`config.mk`:
```
export PLATFORM = sky130hd
export DESIGN_NAME = matrix_stream_loader
export DESIGN_NICKNAME = d
export VERILOG_FILES = /design/src/rtl/nn_pkg.sv /design/src/rtl/mat_index_counter.sv /design/src/rtl/matrix_stream_loader.sv
export SDC_FILE = /design/constraint.sdc
export NUM_CORES = 1
export LEC_CHECK = 0
export CORE_UTILIZATION = 49
export CTS_CLUSTER_SIZE = 25
export DETAILED_ROUTE_END_ITERATION = 6
export HOLD_SLACK_MARGIN = 0.1
export PLACE_DENSITY_LB_ADDON = 0.12
export SYNTH_ARGS = -nofsm -noshare
export SYNTH_HDL_FRONTEND = slang
export SYNTH_SLANG_ARGS = --single-unit
```
`constraint.sdc`:
```
create_clock -name clk -period 4.1 [get_ports clk]
set_input_delay 0.615 -clock clk [delete_from_list [all_inputs] [get_ports clk]]
set_output_delay 0.615 -clock clk [all_outputs]
set_load 0.05 [all_outputs]
```
`src/rtl/nn_pkg.sv`:
```
// Shared types for the NN matrix datapath.
// - WORD_W          : default element width
// - word_t          : one matrix element
// - loader_state_e  : matrix_stream_loader FSM states
package nn_pkg;
  localparam int WORD_W = 32;
  typedef logic [WORD_W-1:0] word_t;
  typedef enum logic [1:0] {LDR_IDLE, LDR_LOAD, LDR_FULL} loader_state_e;
endpackage

```
`src/rtl/mat_index_counter.sv`:
```
// Row/col position counter for a ROWS x COLS matrix walked in either arrival order.
// COL_FIRST=0: col is the fast (inner) index, i.e. row-major arrival.
// COL_FIRST=1: row is the fast (inner) index, i.e. column-major arrival.
// Ports:
//   clk, reset_n  - clock, async active-low reset
//   clear         - synchronous return to (0,0)
//   advance       - step to the next position, wrapping at the matrix end
//   row, col      - current position
//   flat_idx      - row-major storage slot row*COLS+col
//   at_last       - current position is the final arrival
module mat_index_counter #(
  parameter int ROWS      = 2,
  parameter int COLS      = 2,
  parameter bit COL_FIRST = 1'b0,
  localparam int N  = ROWS * COLS,
  localparam int RW = (ROWS > 1) ? $clog2(ROWS) : 1,
  localparam int CW = (COLS > 1) ? $clog2(COLS) : 1,
  localparam int FW = (N > 1) ? $clog2(N) : 1
) (
  input  logic          clk,
  input  logic          reset_n,
  input  logic          clear,
  input  logic          advance,
  output logic [RW-1:0] row,
  output logic [CW-1:0] col,
  output logic [FW-1:0] flat_idx,
  output logic          at_last
);

  logic row_end, col_end;
  assign row_end = (row == RW'(ROWS - 1));
  assign col_end = (col == CW'(COLS - 1));

  always_ff @(posedge clk or negedge reset_n) begin
    if (!reset_n) begin
      row <= '0;
      col <= '0;
    end else if (clear) begin
      row <= '0;
      col <= '0;
    end else if (advance) begin
      if (!COL_FIRST) begin
        col <= col_end ? '0 : col + 1'b1;
        if (col_end) row <= row_end ? '0 : row + 1'b1;
      end else begin
        row <= row_end ? '0 : row + 1'b1;
        if (row_end) col <= col_end ? '0 : col + 1'b1;
      end
    end
  end

  // Constant multiply only; storage is always row-major regardless of arrival order.
  assign flat_idx = FW'(row) * FW'(COLS) + FW'(col);
  assign at_last  = row_end && col_end;

endmodule

```
`src/rtl/matrix_stream_loader.sv`:
```
// Deserialises a valid/ready element stream into a row-major matrix held
// stable for the matrix dot-product stage, then pulses compute_enable.
// Build option: define MATRIX_STREAM_LOADER_TRANSPOSE_EN for column-major
// arrival (B operand); default is row-major arrival. Output is row-major in both.
// Ports:
//   clk, reset_n    - clock, async active-low reset
//   start           - begin a load (honoured in IDLE, or in FULL with consume)
//   in_valid/in_ready/in_data/in_last - element stream, ready only in LOAD
//   matrix_out      - ROWS*COLS elements, (r,c) at r*COLS+c
//   matrix_valid    - matrix complete and held (FULL)
//   compute_enable  - one-cycle pulse on entry to FULL
//   consume         - downstream done with the matrix
//   busy            - not IDLE
//   error           - sticky framing error, cleared by an accepted start
module matrix_stream_loader
  import nn_pkg::*;
#(
  parameter int ROWS  = 2,
  parameter int COLS  = 2,
  parameter int WIDTH = WORD_W
) (
  input  logic             clk,
  input  logic             reset_n,
  input  logic             start,
  input  logic             in_valid,
  output logic             in_ready,
  input  logic [WIDTH-1:0] in_data,
  input  logic             in_last,
  output logic [WIDTH-1:0] matrix_out [ROWS*COLS],
  output logic             matrix_valid,
  output logic             compute_enable,
  input  logic             consume,
  output logic             busy,
  output logic             error
);

  localparam int N  = ROWS * COLS;
  localparam int RW = (ROWS > 1) ? $clog2(ROWS) : 1;
  localparam int CW = (COLS > 1) ? $clog2(COLS) : 1;
  localparam int FW = (N > 1) ? $clog2(N) : 1;

`ifdef MATRIX_STREAM_LOADER_TRANSPOSE_EN
  localparam bit COL_FIRST = 1'b1;
`else
  localparam bit COL_FIRST = 1'b0;
`endif

  loader_state_e state, next_state;

  logic          beat, accept_start, at_last;
  logic [RW-1:0] row;
  logic [CW-1:0] col;
  logic [FW-1:0] flat_idx;

  assign beat         = in_valid && in_ready;
  // Starts honoured from IDLE, or from FULL when the held matrix is released.
  assign accept_start = start && ((state == LDR_IDLE) ||
                                  (state == LDR_FULL && consume));

  mat_index_counter #(
    .ROWS      (ROWS),
    .COLS      (COLS),
    .COL_FIRST (COL_FIRST)
  ) u_idx (
    .clk      (clk),
    .reset_n  (reset_n),
    .clear    (accept_start),
    .advance  (beat),
    .row      (row),
    .col      (col),
    .flat_idx (flat_idx),
    .at_last  (at_last)
  );

  // State register
  always_ff @(posedge clk or negedge reset_n) begin
    if (!reset_n) state <= LDR_IDLE;
    else          state <= next_state;
  end

  // Next-state logic
  always_comb begin
    next_state = state;
    case (state)
      LDR_IDLE: if (start) next_state = LDR_LOAD;
      LDR_LOAD: begin
        if (beat) begin
          if (at_last)      next_state = LDR_FULL;
          else if (in_last) next_state = LDR_IDLE;
        end
      end
      LDR_FULL: if (consume) next_state = start ? LDR_LOAD : LDR_IDLE;
      default:  next_state = LDR_IDLE;
    endcase
  end

  // Moore outputs decoded from the state flop
  always_comb begin
    in_ready     = 1'b0;
    matrix_valid = 1'b0;
    busy         = 1'b0;
    case (state)
      LDR_LOAD: begin in_ready = 1'b1;     busy = 1'b1; end
      LDR_FULL: begin matrix_valid = 1'b1; busy = 1'b1; end
      default: ;
    endcase
  end

  // Pulse flop: set only on the LOAD->FULL transition, so it covers the first FULL cycle.
  always_ff @(posedge clk or negedge reset_n) begin
    if (!reset_n) compute_enable <= 1'b0;
    else          compute_enable <= (state == LDR_LOAD) && (next_state == LDR_FULL);
  end

  // Framing error: in_last must coincide exactly with the final arrival.
  always_ff @(posedge clk or negedge reset_n) begin
    if (!reset_n)                        error <= 1'b0;
    else if (accept_start)               error <= 1'b0;
    else if (beat && (at_last != in_last)) error <= 1'b1;
  end

  // Storage: only LOAD beats write, so FULL holds the matrix frozen.
  always_ff @(posedge clk or negedge reset_n) begin
    if (!reset_n) begin
      for (int i = 0; i < N; i++) matrix_out[i] <= '0;
    end else if (beat) begin
      matrix_out[flat_idx] <= in_data;
    end
  end

endmodule

```
==> out/qor_table.md, run 1 <==
| Result | Reported |
|:---|:---|
| DR vias | 3,250 |
| Pin count of the biggest net entering global routing | 113 |
| Overall Global Routing Usage | 22.59% |
| Share of layout cells above drive strength 1 | 32.87% |
| Antenna diode instance count | 0 |
| Num CTS Buffers | 17 |
| Worst hold-check path type | primary input to async pin |
| Tightest Pin Transition | 1174 ps |
| Number of max-cap violations | 0 |
| Most area-consuming cells after synthesis | sky130_fd_sc_hd__dfrtp_1, sky130_fd_sc_hd__mux2_2, sky130_fd_sc_hd__mux2_4 |
| Outcome | complete, no violations |
| Number of warnings printed during yosys synthesis | 0 |
| Crit path launch type | register |
| Starting density of the core | 50.67% |
| Nets | 531 |
| DRT antenna net count | 0 |
| Top-area cell type share of the netlist area | 64.10% |
| Post-route DRC violation count | 0 |
| Die Width | 105.3 um |
| Maximum fanout along the worst path | 7 |
| Pins over their slew limit | 0 |
| Detailed placer's ending HPWL | 7.884 mm |
| Post-synthesis area per instance | 16.93 sq um |
| Die Outline Area | 11,090 sq um |
| Area of the placeable core | 10,320 sq um |
| Total wirelength of the detailed-routed design | 11.53 mm |
| Starting DRT DRC Count | 123 |
| First-pass iteration count of the detailed router | 3 |
| Worst setup path category | register to primary output |
| Row Count | 37 |
| Gpl congestion | 0.7371 |
| Area of the mapped netlist | 5231 sq um |
| Clock Skews | 8.082 ps |
| Synthesized net count | 351 |
| Total of cells resized after clock tree synthesis | 0 |
| First-pass GRT wire length | 18.91 mm |
| Total congestion overflow | 0 |
| Post-DR vias/cell | 5.094 |
| Top-level port count | 171 |
| Clock-pin slew reported for the worst setup and hold paths after clock tree synthesis | 60 ps |
| Height of the die | 105.3 um |
| Post-CTS setup repair buffer count | 0 |
| Number of enable flip-flop cells after synthesis | 0 |
| Most instantiated flip-flop cell in the synthesis netlist | sky130_fd_sc_hd__dfrtp_1 |
| Count of different cell masters after synthesis | 26 |
| Most common library cell in the layout ignoring fill and taps | sky130_fd_sc_hd__clkdlybuf4s50_1 |
| Most frequent cells in the layout | sky130_fd_sc_hd__clkdlybuf4s50_1, sky130_fd_sc_hd__dfrtp_1, sky130_fd_sc_hd__mux2_2 |
| Setup-violating endpoint count in the final report | 0 |
| Gate count after technology mapping | 309 |
| Total Neg Setup Slack | 0 ps |
| Achievable frequency | 358.2 MHz |
| TritonCTS clock tree | yes |
| Data arrival time of the worst path | 2180 ps |
| Required time at the endpoint of the critical path | 3480 ps |
| Max-slew headroom | 21.74% |
| Clk sinks | 134 |
| Number of levels the H-tree was split into | 4 |
| Number of antenna violations at the first check in global routing | 0 |
| Post-cts hold buffer count | 0 |
| Port buffer count | 170 |
| Clock latency on the worst-skew pair | 520 ps |
| Max Buffers Root-to-Sink | 2 |
| Clock period minus worst slack | 2792 ps |
| Nature of the critical path endpoint | primary output |
| Largest area contributor in the synthesized netlist | sky130_fd_sc_hd__dfrtp_1 |
| Seq cells post-synth | 134 |
| WL/cell | 18.08 um |
| RSZ-0062 raised after global routing | no |
| Final clock period utilization by the worst path | 68.10% |
| Share of async-settable or async-resettable flops after synthesis | 100.0% |
| Vias in the first global route | 3,540 |
| Clock tree root driver cell | sky130_fd_sc_hd__clkbuf_8 |
| Sequential share of the synthesized area | 64.10% |
| Area Overhead vs Synth | 46.54% |
| Fin. Hold Viols | 0 |
synthesized netlist by cell type, drive strengths merged (2+ instances only):
| library cell | instances |
|---|---|
| mux2 | 128 |
| buf | 14 |
| nand2 | 4 |
| ha | 4 |
| nor2b | 3 |
| nor3 | 2 |
| dfrtp | 134 |
| a21oi | 3 |
| inv | 2 |
| nor2 | 4 |
flip-flops by register name (all words and copies together) (netlist names):
signal	flops
state	2
u_idx.row	1
error	1
u_idx.col	1
compute_enable	1
matrix_out	128
worst max-delay path, stage by stage, from the launching register on:
cell and delay [ps]:
sky130_fd_sc_hd__dfrtp_1 420, sky130_fd_sc_hd__inv_1 90, sky130_fd_sc_hd__ha_1 290, sky130_fd_sc_hd__clkdlybuf4s50_1 850
through the flow:
stage | std cells | hold slack [ps] | instance area, sq um | setup slack [ps] | utilization, %
final | 638 | 209.0 | 7666 | 1308 | 74.26
after CTS | 638 | 274.7 | 7666 | 1291 | 74.26
after floorplan | 309 | 319.4 | 5231 | 1945 | -
after global routing | 638 | 314.0 | 7666 | 1195 | 74.26
after global placement | 606 | 473.6 | 7051 | 1360 | 68.29
after detailed placement | 606 | 483.7 | 7051 | 1260 | 68.29
metal layers:
metal  vias to the layer above  track usage, %  share of wire, %
met3                        10           8.720               7.5
met4                         0           7.545               1.0
met5                         -               0                 0
met2                       104           35.39                49
li1                       1459               -                 -
met1                      1677           28.83                43
layout make-up:
| class | instances | area [sq um] |
|---|---|---|
| Sequential cell | 134 | 3353 |
| Fill cell | 670 | 2658 |
| Multi-Input combinational cell | 159 | 1767 |
| Timing Repair Buffer | 175 | 1753 |
| Clock buffer | 21 | 469.2 |
| Tap cell | 136 | 170.2 |
| Clock inverter | 11 | 146.4 |
| Inverter | 2 | 7.507 |
worst paths after layout:
path | endpoint | cells past startpoint | slack (ps) | from
min in group clk | matrix_out[47] | 1 | 490 | matrix_out[47]
max in group asynchronous | matrix_out[106] | 2 | 2930 | reset_n
worst max-delay path | in_ready | 3 | 1310 | state[1]
worst min-delay path | matrix_out[102] | 1 | 210 | reset_n
worst max register to register | matrix_out[42] | 7 | 1650 | state[1]
worst min register to register | matrix_out[47] | 1 | 490 | matrix_out[47]
kinds of logic (layout without fill, tap and decap cells):
family,after synthesis,count (layout),synth area share [%]
muxes,128,128,29.63
DFF,134,134,64.10
buffers and inverters,16,209,2.248
xor gates and xnor gates,2,2,0.3349
AOI/OAI and AO/OA,8,8,1.053
and+or+nand+nor,17,17,1.674
adders and majority gates,4,4,0.9567
Power of run 1 is left out: the tool's default activity adds up to more than one toggle a clock period on the data nets, which glitch-free logic cannot reach.
==> run 2: changes to the inputs <==
CORE_UTILIZATION = 46   (was 49)
clock period = 2.6 ns   (was 4.1 ns; I/O delays follow)
==> out/qor_table.md, run 2 (same netlist as run 1, synthesis figures left out) <==
| Result | Reported | vs previous |
|:---|:---|:---|
| Vias in the first global route | 3,436 | was 3,540 |
| Reg with most FFs | matrix_out | unchanged |
| Cell area reported after detailed placement | 7121 sq um | was 7051 sq um |
| Clk sinks | 134 | unchanged |
| Port buffer count | 170 | unchanged |
| Most frequent cells in the layout | sky130_fd_sc_hd__clkdlybuf4s50_1, sky130_fd_sc_hd__dfrtp_1, sky130_fd_sc_hd__mux2_2 | unchanged |
| Pre-CTS setup slack | 356.5 ps | was 1260 ps |
| Total congestion overflow | 0 | unchanged |
| Detailed placer's ending HPWL | 8.068 mm | was 7.884 mm |
| Row Count | 38 | was 37 |
| Max-slew headroom | 55.48% | was 21.74% |
| WL/cell | 17.56 um | was 18.08 um |
| End of the worst register-to-register path | matrix_out[71] | was matrix_out[42] |
| First-pass iteration count of the detailed router | 4 | was 3 |
| RSZ-0062 raised after global routing | no | unchanged |
| Area Overhead vs Synth | 47.69% | was 46.54% |
| Maximum fanout along the worst path | 7 | unchanged |
| Total of cells resized after clock tree synthesis | 0 | unchanged |
| Starting density of the core | 47.63% | was 50.67% |
| Worst setup path category | register to primary output | unchanged |
| Post-DR vias/cell | 4.955 | was 5.094 |
| Gpl congestion | 0.7274 | was 0.7371 |
| DRT antenna net count | 0 | unchanged |
| Total Neg Setup Slack | 0 ps | unchanged |
| Num CTS Buffers | 17 | unchanged |
| Layout Utilization | 70.35% | was 74.26% |
| Data arrival time of the worst path | 2070 ps | was 2180 ps |
| Tightest Pin Transition | 667.8 ps | was 1174 ps |
| Pin count of the biggest net entering global routing | 75 | was 113 |
| Final instance area | 7726 sq um | was 7666 sq um |
| Clock Skews | 5.469 ps | was 8.082 ps |
| Flip-flop count of the largest register, all copies and words added | 128 | unchanged |
| Least setup slack across all paths after layout | 138.1 ps | was 1308 ps |
| Crit path launch type | register | unchanged |
| Nets | 537 | was 531 |
| Final clock period utilization by the worst path | 94.69% |  |
| WHS Endpoint | matrix_out[47] |  |
| Pins over their slew limit | 0 | unchanged |
| Cell depth of the worst min-delay path | 1 |  |
| Largest registers | matrix_out x128, state x2 | unchanged |
| Clock period minus worst slack | 2462 ps |  |
| Hold Crit Start | matrix_out[47] |  |
| Beginning of the worst register-to-register path | state[1] | unchanged |
| Number of antenna violations at the first check in global routing | 0 | unchanged |
| First-pass GRT wire length | 18.04 mm | was 18.91 mm |
| Die Width | 108.6 um | was 105.3 um |
| Number of max-cap violations | 0 | unchanged |
| Required time at the endpoint of the critical path | 2210 ps | was 3480 ps |
| Top-level port count | 171 | unchanged |
| Outcome | complete, no violations | unchanged |
| Achievable frequency | 406.2 MHz |  |
| TritonCTS clock tree | yes | unchanged |
| Setup-violating endpoint count in the final report | 0 | unchanged |
| Number of levels the H-tree was split into | 4 | unchanged |
| Antenna diode instance count | 0 | unchanged |
| Height of the die | 108.6 um | was 105.3 um |
| Area of the placeable core | 10,980 sq um | was 10,320 sq um |
| Nature of the critical path endpoint | primary output | unchanged |
| Clock tree root driver cell | sky130_fd_sc_hd__clkbuf_16 | was sky130_fd_sc_hd__clkbuf_8 |
| Critical path startpoint | state[1] | unchanged |
| Clock latency on the worst-skew pair | 410 ps | was 520 ps |
| Starting DRT DRC Count | 131 | was 123 |
| Max Buffers Root-to-Sink | 2 | unchanged |
| Fill cell total of the finished layout | 805 | was 670 |
| Overall Global Routing Usage | 21.08% | was 22.59% |
| Share of layout cells above drive strength 1 | 33.46% | was 32.87% |
| Post-route DRC violation count | 0 | unchanged |
| Fin. Hold Viols | 0 | unchanged |
| Clock-pin slew reported for the worst setup and hold paths after clock tree synthesis | 50 ps | was 60 ps |
| Logic depth of the worst register-to-register path | 6 | was 7 |
| Die Outline Area | 11,800 sq um | was 11,090 sq um |
| Total wirelength of the detailed-routed design | 11.38 mm | was 11.53 mm |
| DR vias | 3,211 | was 3,250 |
| Most common library cell in the layout ignoring fill and taps | sky130_fd_sc_hd__clkdlybuf4s50_1 | unchanged |
| Register-to-Register Setup Slack | 490 ps | was 1650 ps |
| Worst hold-check path type | register to register | was primary input to async pin |
run 2: cell type report:
cell class                      count  area (sq um)  area share [%]
Clock inverter                      9         97.59           1.263
Inverter                            2         7.507         0.09717
Timing Repair Buffer              181          1826           23.63
Sequential cell                   134          3353           43.40
Multi-Input combinational cell    159          1769           22.90
Clock buffer                       23         498.0           6.445
Tap cell                          140         175.2           2.267
run 2: worst max path at each step:
stage,depth (start not counted),to
2_1_floorplan,6,matrix_out[100]
3_3_place_gp,5,matrix_out[70]
3_5_place_dp,5,matrix_out[92]
4_1_cts,3,in_ready
5_1_grt,3,in_ready
6_report,3,in_ready
run 2: metrics by stage:
step                std cells  hold WS (ps)
floorplan                 309         94.41
global placement          615         446.8
detailed placement        615         449.3
CTS                       648         493.7
global route              648         514.5
finish                    648         487.4
run 2: worst max-delay path, cell delays in order, from the launching register on:
cell	delay [ps]
sky130_fd_sc_hd__dfrtp_1	410
sky130_fd_sc_hd__inv_1	90
sky130_fd_sc_hd__ha_1	300
sky130_fd_sc_hd__clkdlybuf4s50_1	860
run 2: metal layers:
layer  up-vias  share of wire (%)  routed length [um]  GRT usage (%)
met5         -                  0                   0              0
met4         0                1.5                 174          8.687
met3        14                8.5                 967          9.325
met2       109                 48                5469          33.09
met1      1615                 42                4766          25.33
li1       1473                  -                   -              -
run 2: timing repair:
action	CTS	global route
buffers inserted	0	0
hold buffers	1	0
endpoints found under the hold margin	70	0
Power of run 2 is left out for the same reason.
==> run 3: changes to the inputs <==
CAP_MARGIN = 20   (was not set)
CORE_MARGIN = 1   (was not set)
CORE_UTILIZATION = 45   (was 46)
==> out/qor_table.md, run 3 (same netlist as run 1, synthesis figures left out) <==
| Result | Reported | vs previous |
|:---|:---|:---|
| Clock period minus worst slack | 2452 ps | was 2462 ps |
| Share of layout cells above drive strength 1 | 32.34% | was 33.46% |
| Row Count | 39 | was 38 |
| Num CTS Buffers | 17 | unchanged |
| Maximum fanout along the worst path | 7 | unchanged |
| Post-CTS setup repair buffer count | 0 | unchanged |
| Clock-pin slew reported for the worst setup and hold paths after clock tree synthesis | 50 ps | about the same |
| WL/cell | 17.79 um | was 17.56 um |
| Die Outline Area | 12,060 sq um | was 11,800 sq um |
| Vias in the first global route | 3,373 | was 3,436 |
| DRT antenna net count | 0 | unchanged |
| Hold Crit Start | matrix_out[26] | was matrix_out[47] |
| Detailed placer's ending HPWL | 7.802 mm | was 8.068 mm |
| Max-slew headroom | 61.59% | was 55.48% |
| Worst setup path category | register to primary output | unchanged |
| Setup-violating endpoint count in the final report | 0 | unchanged |
| Number of antenna violations at the first check in global routing | 0 | unchanged |
| Starting density of the core | 46.01% | was 47.63% |
| Port buffer count | 170 | unchanged |
| Most frequent cells in the layout | sky130_fd_sc_hd__clkdlybuf4s50_1, sky130_fd_sc_hd__dfrtp_1, sky130_fd_sc_hd__mux2_2 | unchanged |
| Antenna diode instance count | 0 | unchanged |
| Fill cell total of the finished layout | 847 | was 805 |
| Reg with most FFs | matrix_out | unchanged |
| DR vias | 3,213 | was 3,211 |
| First-pass iteration count of the detailed router | 6 | was 4 |
| Total wirelength of the detailed-routed design | 11.51 mm | was 11.38 mm |
| TritonCTS clock tree | yes | unchanged |
| Max Buffers Root-to-Sink | 2 | unchanged |
| Die Width | 109.8 um | was 108.6 um |
| Clock tree root driver cell | sky130_fd_sc_hd__clkbuf_16 | unchanged |
| Clock latency on the worst-skew pair | 410 ps | about the same |
| Area Overhead vs Synth | 46.81% | was 47.69% |
| Most common library cell in the layout ignoring fill and taps | sky130_fd_sc_hd__clkdlybuf4s50_1 | unchanged |
| Pins over their slew limit | 0 | unchanged |
| Worst hold-check path type | register to register | unchanged |
| Flip-flop count of the largest register, all copies and words added | 128 | unchanged |
| Largest registers | matrix_out x128, state x2 | unchanged |
| Clock Skews | 6.290 ps | was 5.469 ps |
| Fin. Hold Viols | 0 | unchanged |
| Clk sinks | 134 | unchanged |
| Data arrival time of the worst path | 2060 ps | was 2070 ps |
| Top-level port count | 171 | unchanged |
| RSZ-0062 raised after global routing | no | unchanged |
| Nature of the critical path endpoint | primary output | unchanged |
| Overall Global Routing Usage | 20.30% | was 21.08% |
| Required time at the endpoint of the critical path | 2210 ps | about the same |
| Number of max-cap violations | 0 | unchanged |
| Pin count of the biggest net entering global routing | 61 | was 75 |
| Post-DR vias/cell | 4.966 | was 4.955 |
| Number of levels the H-tree was split into | 4 | unchanged |
| Tightest Pin Transition | 576.1 ps | was 667.8 ps |
| First-pass GRT wire length | 17.73 mm | was 18.04 mm |
| Height of the die | 109.8 um | was 108.6 um |
| Beginning of the worst register-to-register path | state[1] | unchanged |
| Gpl congestion | 0.7297 | was 0.7274 |
| Final clock period utilization by the worst path | 94.32% | was 94.69% |
| Outcome | complete, no violations | unchanged |
| Nets | 536 | was 537 |
| Total congestion overflow | 0 | unchanged |
| Starting DRT DRC Count | 82 | was 131 |
| Crit path launch type | register | unchanged |
| Post-route DRC violation count | 0 | unchanged |
| Area of the placeable core | 11,370 sq um | was 10,980 sq um |
| Critical path startpoint | state[1] | unchanged |
| Achievable frequency | 407.8 MHz | was 406.2 MHz |
| Total Neg Setup Slack | 0 ps | unchanged |
==> run 3: per-stage QoR <==
stage | util [%] | hold slack [ps] | std cells | worst slack [ps] | cell area [sq um]
after floorplan | - | 94.41 | 309 | 445.3 | 5231
after global routing | 67.55 | 512.5 | 647 | 41.51 | 7680
after detailed placement | 62.48 | 405.1 | 617 | 358.0 | 7104
after CTS | 67.55 | 503.1 | 647 | 113.5 | 7680
after global placement | 62.48 | 394.6 | 617 | 413.3 | 7104
final | 67.55 | 499.3 | 647 | 147.6 | 7680
==> run 3: final timing paths <==
path                       slack [ps]        endpoint  cells past startpoint
setup / recovery                  150        in_ready                      3
hold / removal                    500  matrix_out[26]                      1
setup reg to reg                  510  matrix_out[92]                      6
hold reg to reg                   500  matrix_out[26]                      1
max in group asynchronous        1360  matrix_out[94]                      3
min in group asynchronous         510   matrix_out[7]                      2
==> run 3: layout make-up <==
type	count	area [sq um]	share of cell area, %
Sequential cell	134	3353	43.66
Multi-Input combinational cell	159	1769	23.04
Clock buffer	25	495.5	6.452
Clock inverter	4	70.07	0.9123
Timing Repair Buffer	180	1805	23.51
Inverter	2	7.507	0.09775
Tap cell	143	178.9	2.330
==> run 3: metal layers <==
layer	track usage, %	up-vias	share of wire, %
li1	-	1455	-
met1	25.66	1626	43
met2	31.03	115	48
met3	8.180	17	7.8
met4	8.190	0	1.8
met5	0	-	0
==> run 3: timing repair <==
item,in CTS,in global routing
endpoints found under the hold margin,58,0
hold buffers,1,0
resized for setup,0,0
==> run 3: critical path, cell delays in order, from the launching register on <==
cell and delay, ps:
sky130_fd_sc_hd__dfrtp_1 410, sky130_fd_sc_hd__inv_1 90, sky130_fd_sc_hd__ha_1 300, sky130_fd_sc_hd__clkdlybuf4s50_1 860
Power of run 3 is left out for the same reason.
